$ cat src/rtl/vjtag_bridge_pkg.sv
// Shared instruction codes and decoded-instruction type for the virtual JTAG register bridge.
package vjtag_bridge_pkg;

    localparam int unsigned IR_CODE_W = 3;

    // Codes are zero-extended by users whose IR is wider than the minimum.
    localparam logic [IR_CODE_W-1:0] IR_BYPASS = 3'd0;
    localparam logic [IR_CODE_W-1:0] IR_ADDR   = 3'd1;
    localparam logic [IR_CODE_W-1:0] IR_WRITE  = 3'd2;
    localparam logic [IR_CODE_W-1:0] IR_READ   = 3'd3;

    typedef enum logic [1:0] {
        INSTR_BYPASS,
        INSTR_ADDR,
        INSTR_WRITE,
        INSTR_READ
    } instr_e;

endpackage

$ cat src/rtl/vjtag_shift_reg.sv
// Parallel-load, LSB-first serial shift register used for the bridge's DR paths.
module vjtag_shift_reg #(
    parameter int unsigned WIDTH = 8
) (
    input  logic             clk_i,
    input  logic             rst_i,
    input  logic             capture_i,
    input  logic             shift_i,
    input  logic             sdi_i,
    input  logic [WIDTH-1:0] par_i,
    output logic [WIDTH-1:0] par_o,
    output logic             sdo_o
);

    logic [WIDTH-1:0] sr_d;
    logic [WIDTH-1:0] sr_q;

    always_comb begin
        sr_d = sr_q;
        if (capture_i) begin
            sr_d = par_i;
        end else if (shift_i) begin
            sr_d            = sr_q >> 1;
            sr_d[WIDTH-1]   = sdi_i;
        end
    end

    always_ff @(posedge clk_i) begin
        if (rst_i) begin
            sr_q <= '0;
        end else begin
            sr_q <= sr_d;
        end
    end

    assign par_o = sr_q;
    assign sdo_o = sr_q[0];

endmodule

$ cat src/rtl/vjtag_reg_bridge.sv
// Register-access bridge behind a virtual JTAG instance (TCK domain).
// Optional feature: define VJTAG_BRIDGE_AUTOINC_EN to auto-increment addr_o after WRITE/READ updates.
module vjtag_reg_bridge
    import vjtag_bridge_pkg::*;
#(
    parameter int unsigned IR_W   = 3,
    parameter int unsigned ADDR_W = 4,
    parameter int unsigned DATA_W = 32
) (
    input  logic              clk_i,
    input  logic              rst_i,
    input  logic              tdi_i,
    output logic              tdo_o,
    input  logic [IR_W-1:0]   ir_in_i,
    output logic [IR_W-1:0]   ir_out_o,
    input  logic              vs_cdr_i,
    input  logic              vs_sdr_i,
    input  logic              vs_udr_i,
    input  logic              vs_uir_i,
    output logic              wr_en_o,
    output logic [ADDR_W-1:0] addr_o,
    output logic [DATA_W-1:0] wr_data_o,
    input  logic [DATA_W-1:0] rd_data_i
);

    instr_e instr;
    logic   cdr, sdr, udr, uir;

    logic              addr_cap, addr_shift, addr_sdo;
    logic              data_cap, data_shift, data_sdo;
    logic [ADDR_W-1:0] addr_sr;
    logic [DATA_W-1:0] data_sr;
    logic [DATA_W-1:0] data_par_in;

    logic              bypass_d, bypass_q;
    logic [ADDR_W-1:0] addr_d, addr_q;
    logic [DATA_W-1:0] wr_data_d, wr_data_q;
    logic              wr_en_d, wr_en_q;
    logic [IR_W-1:0]   ir_out_d, ir_out_q;
    logic              scan_valid_d, scan_valid_q;
`ifdef VJTAG_BRIDGE_AUTOINC_EN
    logic              rd_done_d, rd_done_q;
`endif

    always_comb begin
        instr = INSTR_BYPASS;
        if (ir_in_i == IR_W'(IR_ADDR)) begin
            instr = INSTR_ADDR;
        end else if (ir_in_i == IR_W'(IR_WRITE)) begin
            instr = INSTR_WRITE;
        end else if (ir_in_i == IR_W'(IR_READ)) begin
            instr = INSTR_READ;
        end
    end

    // Illegal simultaneous state flags resolve as cdr > sdr > udr > uir.
    assign cdr = vs_cdr_i;
    assign sdr = vs_sdr_i & ~vs_cdr_i;
    assign udr = vs_udr_i & ~vs_cdr_i & ~vs_sdr_i;
    assign uir = vs_uir_i & ~vs_cdr_i & ~vs_sdr_i & ~vs_udr_i;

    assign addr_cap    = cdr & (instr == INSTR_ADDR);
    assign addr_shift  = sdr & (instr == INSTR_ADDR);
    assign data_cap    = cdr & ((instr == INSTR_WRITE) | (instr == INSTR_READ));
    assign data_shift  = sdr & ((instr == INSTR_WRITE) | (instr == INSTR_READ));
    assign data_par_in = (instr == INSTR_READ) ? rd_data_i : '0;

    vjtag_shift_reg #(.WIDTH(ADDR_W)) u_addr_sr (
        .clk_i     (clk_i),
        .rst_i     (rst_i),
        .capture_i (addr_cap),
        .shift_i   (addr_shift),
        .sdi_i     (tdi_i),
        .par_i     (addr_q),
        .par_o     (addr_sr),
        .sdo_o     (addr_sdo)
    );

    vjtag_shift_reg #(.WIDTH(DATA_W)) u_data_sr (
        .clk_i     (clk_i),
        .rst_i     (rst_i),
        .capture_i (data_cap),
        .shift_i   (data_shift),
        .sdi_i     (tdi_i),
        .par_i     (data_par_in),
        .par_o     (data_sr),
        .sdo_o     (data_sdo)
    );

    // An update only acts on a scan that began with a capture since the last reset.
    always_comb begin
        bypass_d     = bypass_q;
        addr_d       = addr_q;
        wr_data_d    = wr_data_q;
        wr_en_d      = 1'b0;
        ir_out_d     = ir_out_q;
        scan_valid_d = scan_valid_q;
`ifdef VJTAG_BRIDGE_AUTOINC_EN
        rd_done_d    = 1'b0;
        if (wr_en_q || rd_done_q) begin
            addr_d = addr_q + 1'b1;
        end
`endif
        if (cdr) begin
            scan_valid_d = 1'b1;
            if (instr == INSTR_BYPASS) begin
                bypass_d = 1'b0;
            end
        end else if (sdr) begin
            if (instr == INSTR_BYPASS) begin
                bypass_d = tdi_i;
            end
        end else if (udr) begin
            scan_valid_d = 1'b0;
            if (scan_valid_q) begin
                case (instr)
                    INSTR_ADDR: addr_d = addr_sr;
                    INSTR_WRITE: begin
                        wr_data_d = data_sr;
                        wr_en_d   = 1'b1;
                    end
`ifdef VJTAG_BRIDGE_AUTOINC_EN
                    INSTR_READ: rd_done_d = 1'b1;
`endif
                    default: ;
                endcase
            end
        end else if (uir) begin
            scan_valid_d = 1'b0;
            ir_out_d     = ir_in_i;
        end
    end

    always_ff @(posedge clk_i) begin
        if (rst_i) begin
            bypass_q     <= 1'b0;
            addr_q       <= '0;
            wr_data_q    <= '0;
            wr_en_q      <= 1'b0;
            ir_out_q     <= '0;
            scan_valid_q <= 1'b0;
`ifdef VJTAG_BRIDGE_AUTOINC_EN
            rd_done_q    <= 1'b0;
`endif
        end else begin
            bypass_q     <= bypass_d;
            addr_q       <= addr_d;
            wr_data_q    <= wr_data_d;
            wr_en_q      <= wr_en_d;
            ir_out_q     <= ir_out_d;
            scan_valid_q <= scan_valid_d;
`ifdef VJTAG_BRIDGE_AUTOINC_EN
            rd_done_q    <= rd_done_d;
`endif
        end
    end

    always_comb begin
        case (instr)
            INSTR_ADDR:               tdo_o = addr_sdo;
            INSTR_WRITE, INSTR_READ:  tdo_o = data_sdo;
            default:                  tdo_o = bypass_q;
        endcase
    end

    assign ir_out_o  = ir_out_q;
    assign wr_en_o   = wr_en_q;
    assign addr_o    = addr_q;
    assign wr_data_o = wr_data_q;

endmodule

$ cat config.mk
export PLATFORM = sky130hd
export DESIGN_NAME = vjtag_reg_bridge
export DESIGN_NICKNAME = d
export VERILOG_FILES = /design/src/rtl/vjtag_bridge_pkg.sv /design/src/rtl/vjtag_shift_reg.sv /design/src/rtl/vjtag_reg_bridge.sv
export SDC_FILE = /design/constraint.sdc
export NUM_CORES = 1
export LEC_CHECK = 0
export CAP_MARGIN = 0
export CELL_PAD_IN_SITES_DETAIL_PLACEMENT = 1
export CELL_PAD_IN_SITES_GLOBAL_PLACEMENT = 2
export CORE_ASPECT_RATIO = 1.2
export CORE_MARGIN = 2
export CORE_UTILIZATION = 27
export DETAILED_ROUTE_END_ITERATION = 6
export GPL_ROUTABILITY_DRIVEN = 0
export PLACE_DENSITY_LB_ADDON = 0.1
export SLEW_MARGIN = 20
export SYNTH_ARGS = -nofsm -noshare
export SYNTH_HDL_FRONTEND = slang
export SYNTH_SLANG_ARGS = --single-unit
$ cat constraint.sdc
create_clock -name clk_i -period 1.1 [get_ports clk_i]
set_input_delay 0.11 -clock clk_i [delete_from_list [all_inputs] [get_ports clk_i]]
set_output_delay 0.11 -clock clk_i [all_outputs]
set_load 0.1 [all_outputs]
==> impl_metrics.tcl <==
set metrics [dict create \
    synth_area_leaders "dfxtp_1 (44%), nand2b_1 (13%), mux2i_1 (11%)" \
    antenna_found_initial 0 \
    hp-class "in -> reg" \
    clock-sinks 78 \
    core_area_um2 13070 \
    path_clk_slew_ps 60 \
    synth-edff-count 0 \
    cp_max_fo 2 \
    post-route-util 0.4333 \
    holdWs_ps 133.1 \
    seqCellArea_um2 1613 \
    violations "negative setup slack" \
    yosys-top-cells-count "dfxtp_1 (78), nand2b_1 (74), mux2i_1 (41)" \
    vias_per_cell 4.616 \
    crit_path_end_kind "output port" \
    yosysMostFrequentCell "dfxtp_1" \
    ys_ff_latch 78 \
    syn2layout_area_growth_pct 58.60 \
    grt_pass1_wl_um 16860 \
    async_reset_ff_frac 0 \
    port_buffers 82 \
    maxCapViolations 0 \
    grtUsageTotal 0.1533 \
    synth_area_per_cell_um2 9.130 \
    initial_core_util 0.2732 \
    crit_arrival_ps 1240 \
    drt-total-wl_um 10350 \
    power_density_nw_per_um2 1261 \
    critical_path_required_ps 990 \
    vias 3065 \
    yosysWarnings 0 \
    wl_per_cell_um 15.59 \
    multi_input_area_um2 1898 \
    worst_slack_ps -253.0 \
    tritoncts "done" \
    power_leakage_nw 2.126 \
    rrSetupSlack_ps -180 \
    syn-cell-area_um2 3570 \
    fmax_mhz 739.1 \
    synth.largest_area_cell "dfxtp_1" \
    overflow 0 \
    drive_above_1_share 0.3085 \
    rows 46 \
    path_class "reg -> out" \
    period_minus_slack_ps 1353 \
    rsz0062_at_grt "yes" \
    grt_pass1_vias 3241 \
    ys_types 33 \
    worstMarginPinSlew_ps 346.1 \
    place_area_um2 5155 \
    layout.nets 533 \
    dr.first_iter.drc_count 77 \
    numCtsBuffers 9 \
    dp_hpwl_um 6733 \
    fin_area_um2 5662 \
    relSlewSlack 0.7683 \
    cts_hold_buffers 0 \
    ys_seq_area_frac 0.4374 \
    die_w_um 109.0 \
    nFillCells 1448 \
    die_h_um 130.0 \
    drc 0 \
    dieArea_um2 14160 \
    drv_slew 0 \
    io_pins 83 \
    clock_path_buffers 2 \
    synth_top_area_share 0.4374 \
    outcome "complete, but fails checks" \
    cts_root_buffer "clkbuf_16" \
    clock_latency_ps 340 \
    synthCells 391 \
    synth_fp_nets 433 \
    start_kind "flip-flop" \
    yosys_most_used_dff "dfxtp_1" \
    drtAntennaViolNets 0 \
    dpl_worst_slack_ps -586.2 \
    hold_violations 0 \
    antennaDiodeCount 0 \
    h-tree-depth 3 \
    grt_max_degree 33 \
    ir_drop_v 0.0005965 \
    finalCritPeriodShare 1.230 \
    fin_skew_ps 9.145 \
    setup_viol 39 \
    drt-pass1-iter-count 4 \
]
state kept, by name, summed over array words and instances (netlist names):
register	cells
u_data_sr.par_o	32
wr_data_o	32
u_addr_sr.par_o	4
ir_out_o	3
bypass_q	1
scan_valid_q	1
wr_en_o	1
addr_o	4
critical path, stage by stage (launching register included):
cell and delay, ps:
dfxtp_2 330, nand2_2 60, a2bb2oi_2 170, o21ai_4 160, buf_12 190
placed cells by master (no fill, tap or decap), types with 2 or more instances in the layout:
cell,count
a22o_1,31
clkinv_2,2
a21oi_1,37
buf_6,4
nand2_1,34
buf_12,46
clkbuf_16,9
buf_2,4
buf_4,28
dlygate4sd2_1,4
o21bai_1,2
dfxtp_2,41
nor3_4,2
o22ai_1,3
and3b_1,4
nor2_1,35
clkdlybuf4s50_1,34
bufinv_16,3
dfxtp_1,37
nand2b_1,73
mux2i_1,41
kinds of logic (layout without fill, tap and decap cells):
family                 Yosys count  after routing  synth area share
AOI/OAI and AO/OA               79             79            0.1507
buffers and inverters           33            138           0.04837
DFF                             78             78            0.4374
muxes                           41             41            0.1150
and+or+nand+nor                160            160            0.2485
power breakdown:
part	internal [W]	switching (W)	total [W]	leakage, nW
Sequential	0.00289	0.0000574	0.00295	0.653
Combinational	0.000391	0.000367	0.000758	1.31
Clock	0.00222	0.00121	0.00343	0.167
per-layer routing:
layer	GRT usage	vias up	wire [um]	part of all wire
met4	0.05204	0	147	0.014
met2	0.2437	54	4881	0.47
met1	0.2022	1467	4879	0.47
met5	0	-	0	0
li1	-	1529	-	-
met3	0.03896	15	443	0.043
final timing paths:
path                                   start                        end  cells after the start
max          u_addr_sr.par_o[0]$_SDFFE_PP0P_                      tdo_o                      4
min                                    rst_i  scan_valid_q$_SDFFE_PP0P_                      2
max reg2reg        scan_valid_q$_SDFFE_PP0P_  wr_data_o[0]$_SDFFE_PP0P_                      5
min reg2reg  u_data_sr.par_o[4]$_SDFFE_PP0P_  wr_data_o[4]$_SDFFE_PP0P_                      2
stage by stage:
step / total power, W / setup TNS [ps] / std cells
after detailed placement: 0.003758 / -41920 / 636
after global placement: 0.003747 / -40300 / 636
after global routing: 0.007468 / -9627 / 664
final: 0.007141 / -5525 / 664
after floorplan: 0.003408 / -2112 / 391
after CTS: 0.007246 / -5689 / 660
repair_timing:
item                                    in CTS  in global routing
endpoints found under the setup margin      76                 71
gates cloned                                 2                  2
pin swaps                                    3                  4
buffers inserted                             6                  5
resized for setup                           15                 11
final cells by class:
type,instances,area share
Multi-Input combinational cell,280,0.3352
Sequential cell,78,0.2849
Timing Repair Buffer,121,0.2824
Clock buffer,10,0.04044
Tap cell,168,0.03713
Clock inverter,6,0.01923
Inverter,1,0.0006630
(Power assumes the default switching activity.)
==> RTL edit: new RTL, same settings <==
Set the parameter `IR_W` to 5 (it was 3).
--- a/src/rtl/vjtag_reg_bridge.sv
+++ b/src/rtl/vjtag_reg_bridge.sv
@@ -3,7 +3,7 @@
 module vjtag_reg_bridge
     import vjtag_bridge_pkg::*;
 #(
-    parameter int unsigned IR_W   = 3,
+    parameter int unsigned IR_W   = 5,
     parameter int unsigned ADDR_W = 4,
     parameter int unsigned DATA_W = 32
 ) (
Interface: changed (resized ir_in_i and ir_out_o); port bits go from 83 to 87. The function was not compared with the original's and may differ.
==> RTL edit against the unedited design <==
- the run still ends with negative setup slack left
- total power grew 3.9%
- design area grew 15%
- setup slack lost 0.097 ns
- critical path depth grew 2
- non-clock buffer count grew 13
- fmax shrank 6.7%
- worst hold slack gained 0.085 ns
- routed wire length grew 23%
- sequential cell count grew 2
- synthesized area grew 5.5%
- global-route usage grew 2.3 points
==> RTL edit: results (changes against the unedited design) <==
{| class="wikitable"
! Metric !! Value
|-
| Clock root cell || sky130_fd_sc_hd__clkbuf_16
|-
| Clk buf depth || 2 (unchanged)
|-
| Hold Path Depth || 4 (+2)
|-
| Final setup violation count || 69 (+77%)
|-
| Overall global routing resource usage || 17.6% (+2.3 points)
|-
| Cts bufs inserted || 9 (unchanged)
|-
| Maximum vdd drop || 0.000710 V (+19%)
|-
| Detailed Route WL || 12800 microns (+23%)
|-
| Net count reported at finish || 555 (+4.1%)
|-
| Clock latency on the worst-skew pair || 0.34 ns (about the same)
|-
| Worst-path cell with the longest stage delay || sky130_fd_sc_hd__a221o_2
|-
| FF-to-FF End || wr_data_o[23]
|-
| Net count after synthesis || 450 (+3.9%)
|-
| Reg2Reg Depth || 5 (unchanged)
|-
| First-pass GRT wire length || 20800 microns (+23%)
|-
| Number of optimization iterations in the first detailed-route pass || 4 (unchanged)
|-
| Static leakage || 0.00231 uW (+8.5%)
|-
| Setup clock skew after layout || 0.00710 ns (-0.00204 ns)
|-
| Hold Crit Class || in2reg
|-
| Distinct cells, synth || 31 (-6.1%)
|-
| Share of synthesized registers carrying an async set or reset || 0% (unchanged)
|-
| Vias in the first global route || 3773 (+16%)
|-
| Endpoint of the worst hold path || scan_valid_q
|-
| Port Buffers || 86 (+4.9%)
|-
| Main area contributors after synthesis || sky130_fd_sc_hd__dfxtp_1 (43%), sky130_fd_sc_hd__nand2b_1 (17%), sky130_fd_sc_hd__mux2i_1 (11%)
|-
| Share of cells above drive strength 1 || 34.1% (+3.3 points)
|-
| DR vias/cell || 5.08 (+10%)
|-
| Hold wc startpoint || vs_uir_i
|-
| H-tree levels || 3 (unchanged)
|-
| Placed wire-length estimate after detailed placement || 7730 microns (+15%)
|-
| Violations in the final reports || negative setup slack
|-
| Largest net degree at the start of global routing || 45 (+36%)
|-
| Register area share after synthesis || 42.5% (-1.2 points)
|-
| Fin Setup TNS || -9.85 ns (-4.32 ns)
|-
| Most common library cells after synthesis || sky130_fd_sc_hd__nand2b_1 (104), sky130_fd_sc_hd__dfxtp_1 (80), sky130_fd_sc_hd__mux2i_1 (42)
|-
| Iteration-0 DRC count of the detailed router || 141 (+83%)
|-
| Cell class contributing the biggest share of worst-path delay || buffers and inverters
|-
| Reg-to-reg critical path startpoint || scan_valid_q
|-
| Slack of the worst reg-to-reg path || -0.25 ns (-0.07 ns)
|-
| Maximum single-stage delay on the critical path || 0.32 ns
|-
| Number of filler instances in the final layout || 1468 (+1.4%)
|-
| Synthesis warning total || 0 (unchanged)
|-
| Max Fanout on Critical Path || 5 (+3)
|-
| Outcome || finished, violations left
|-
| Reg clk slew, reported paths || 0.06 ns (about the same)
|-
| Number of antenna violations at the first check in global routing || 0 (unchanged)
|-
| Arrival @ worst endpoint || 1.34 ns (+0.10 ns)
|-
| Actual transition at the worst max-transition pin || 0.348 ns (+0.00205 ns)
|-
| Fin worst setup slack || -0.350 ns (-0.0972 ns)
|}
[RTL edit: metal layers]
layer  routed length [microns]  GRT usage (%)
met4                       157           4.80
met2                      6330           29.6
met5                         0              0
met3                       505           3.78
met1                      5790           22.8
[RTL edit: power breakdown]
group	switching (uW)	total, uW	internal, uW
logic	495	958	462
registers	36.6	2970	2930
clock network	1300	3490	2190
[RTL edit: final cells by class]
cell class	instances	area [sq um]	share of cell area (%)
Timing Repair Buffer	134	1940	29.8
Inverter	2	7.51	0.115
Clock inverter	4	73.8	1.13
Tap cell	171	214	3.28
Multi-Input combinational cell	284	2390	36.6
Clock buffer	12	268	4.11
Sequential cell	80	1620	24.9
[RTL edit: worst max-delay path by stage]
stage / from / endpoint / depth (start not counted)
2_1_floorplan: ir_in_i[2] / wr_data_o[0] / 5
3_3_place_gp: ir_in_i[2] / wr_data_o[13] / 5
3_5_place_dp: ir_in_i[2] / wr_data_o[23] / 5
4_1_cts: ir_in_i[4] / tdo_o / 7
5_1_grt: ir_in_i[0] / tdo_o / 6
6_report: ir_in_i[0] / tdo_o / 6
[RTL edit: what timing repair did]
item                                    4_1_cts  5_1_grt
resized for setup                            60       23
endpoints found under the setup margin       80       73
pin swaps                                     8        8
gates cloned                                  6        1
setup buffers                                12        0
[RTL edit: cells by family after synthesis]
| family | Yosys count | share of synthesized area, % |
|---|---|---|
| AND/OR/NAND/NOR | 162 | 26.7 |
| buffers and inverters | 42 | 4.82 |
| multiplexers | 42 | 11.2 |
| AO/OA/AOI/OAI | 80 | 14.8 |
| flip-flops | 80 | 42.5 |
[RTL edit: per-stage QoR]
step	setup slack (ns)	cell area, sq um	util, %	std cells	hold WS [ns]
6_report	-0.350	6520	47.5	687	0.218
3_3_place_gp	-0.759	5590	40.8	655	0.457
5_1_grt	-0.381	6520	47.5	687	0.223
2_1_floorplan	-0.351	3980	-	406	0.257
3_5_place_dp	-0.846	5590	40.8	655	0.483
4_1_cts	-0.365	6420	46.8	689	0.212
[RTL edit: worst register-to-register path: cells and delay by family (launching register included)]
kind	cells	cell delay (ns)
DFF	1	0.35
muxes	1	0.22
buffers and inverters	2	0.32
and+or+nand+nor	2	0.38
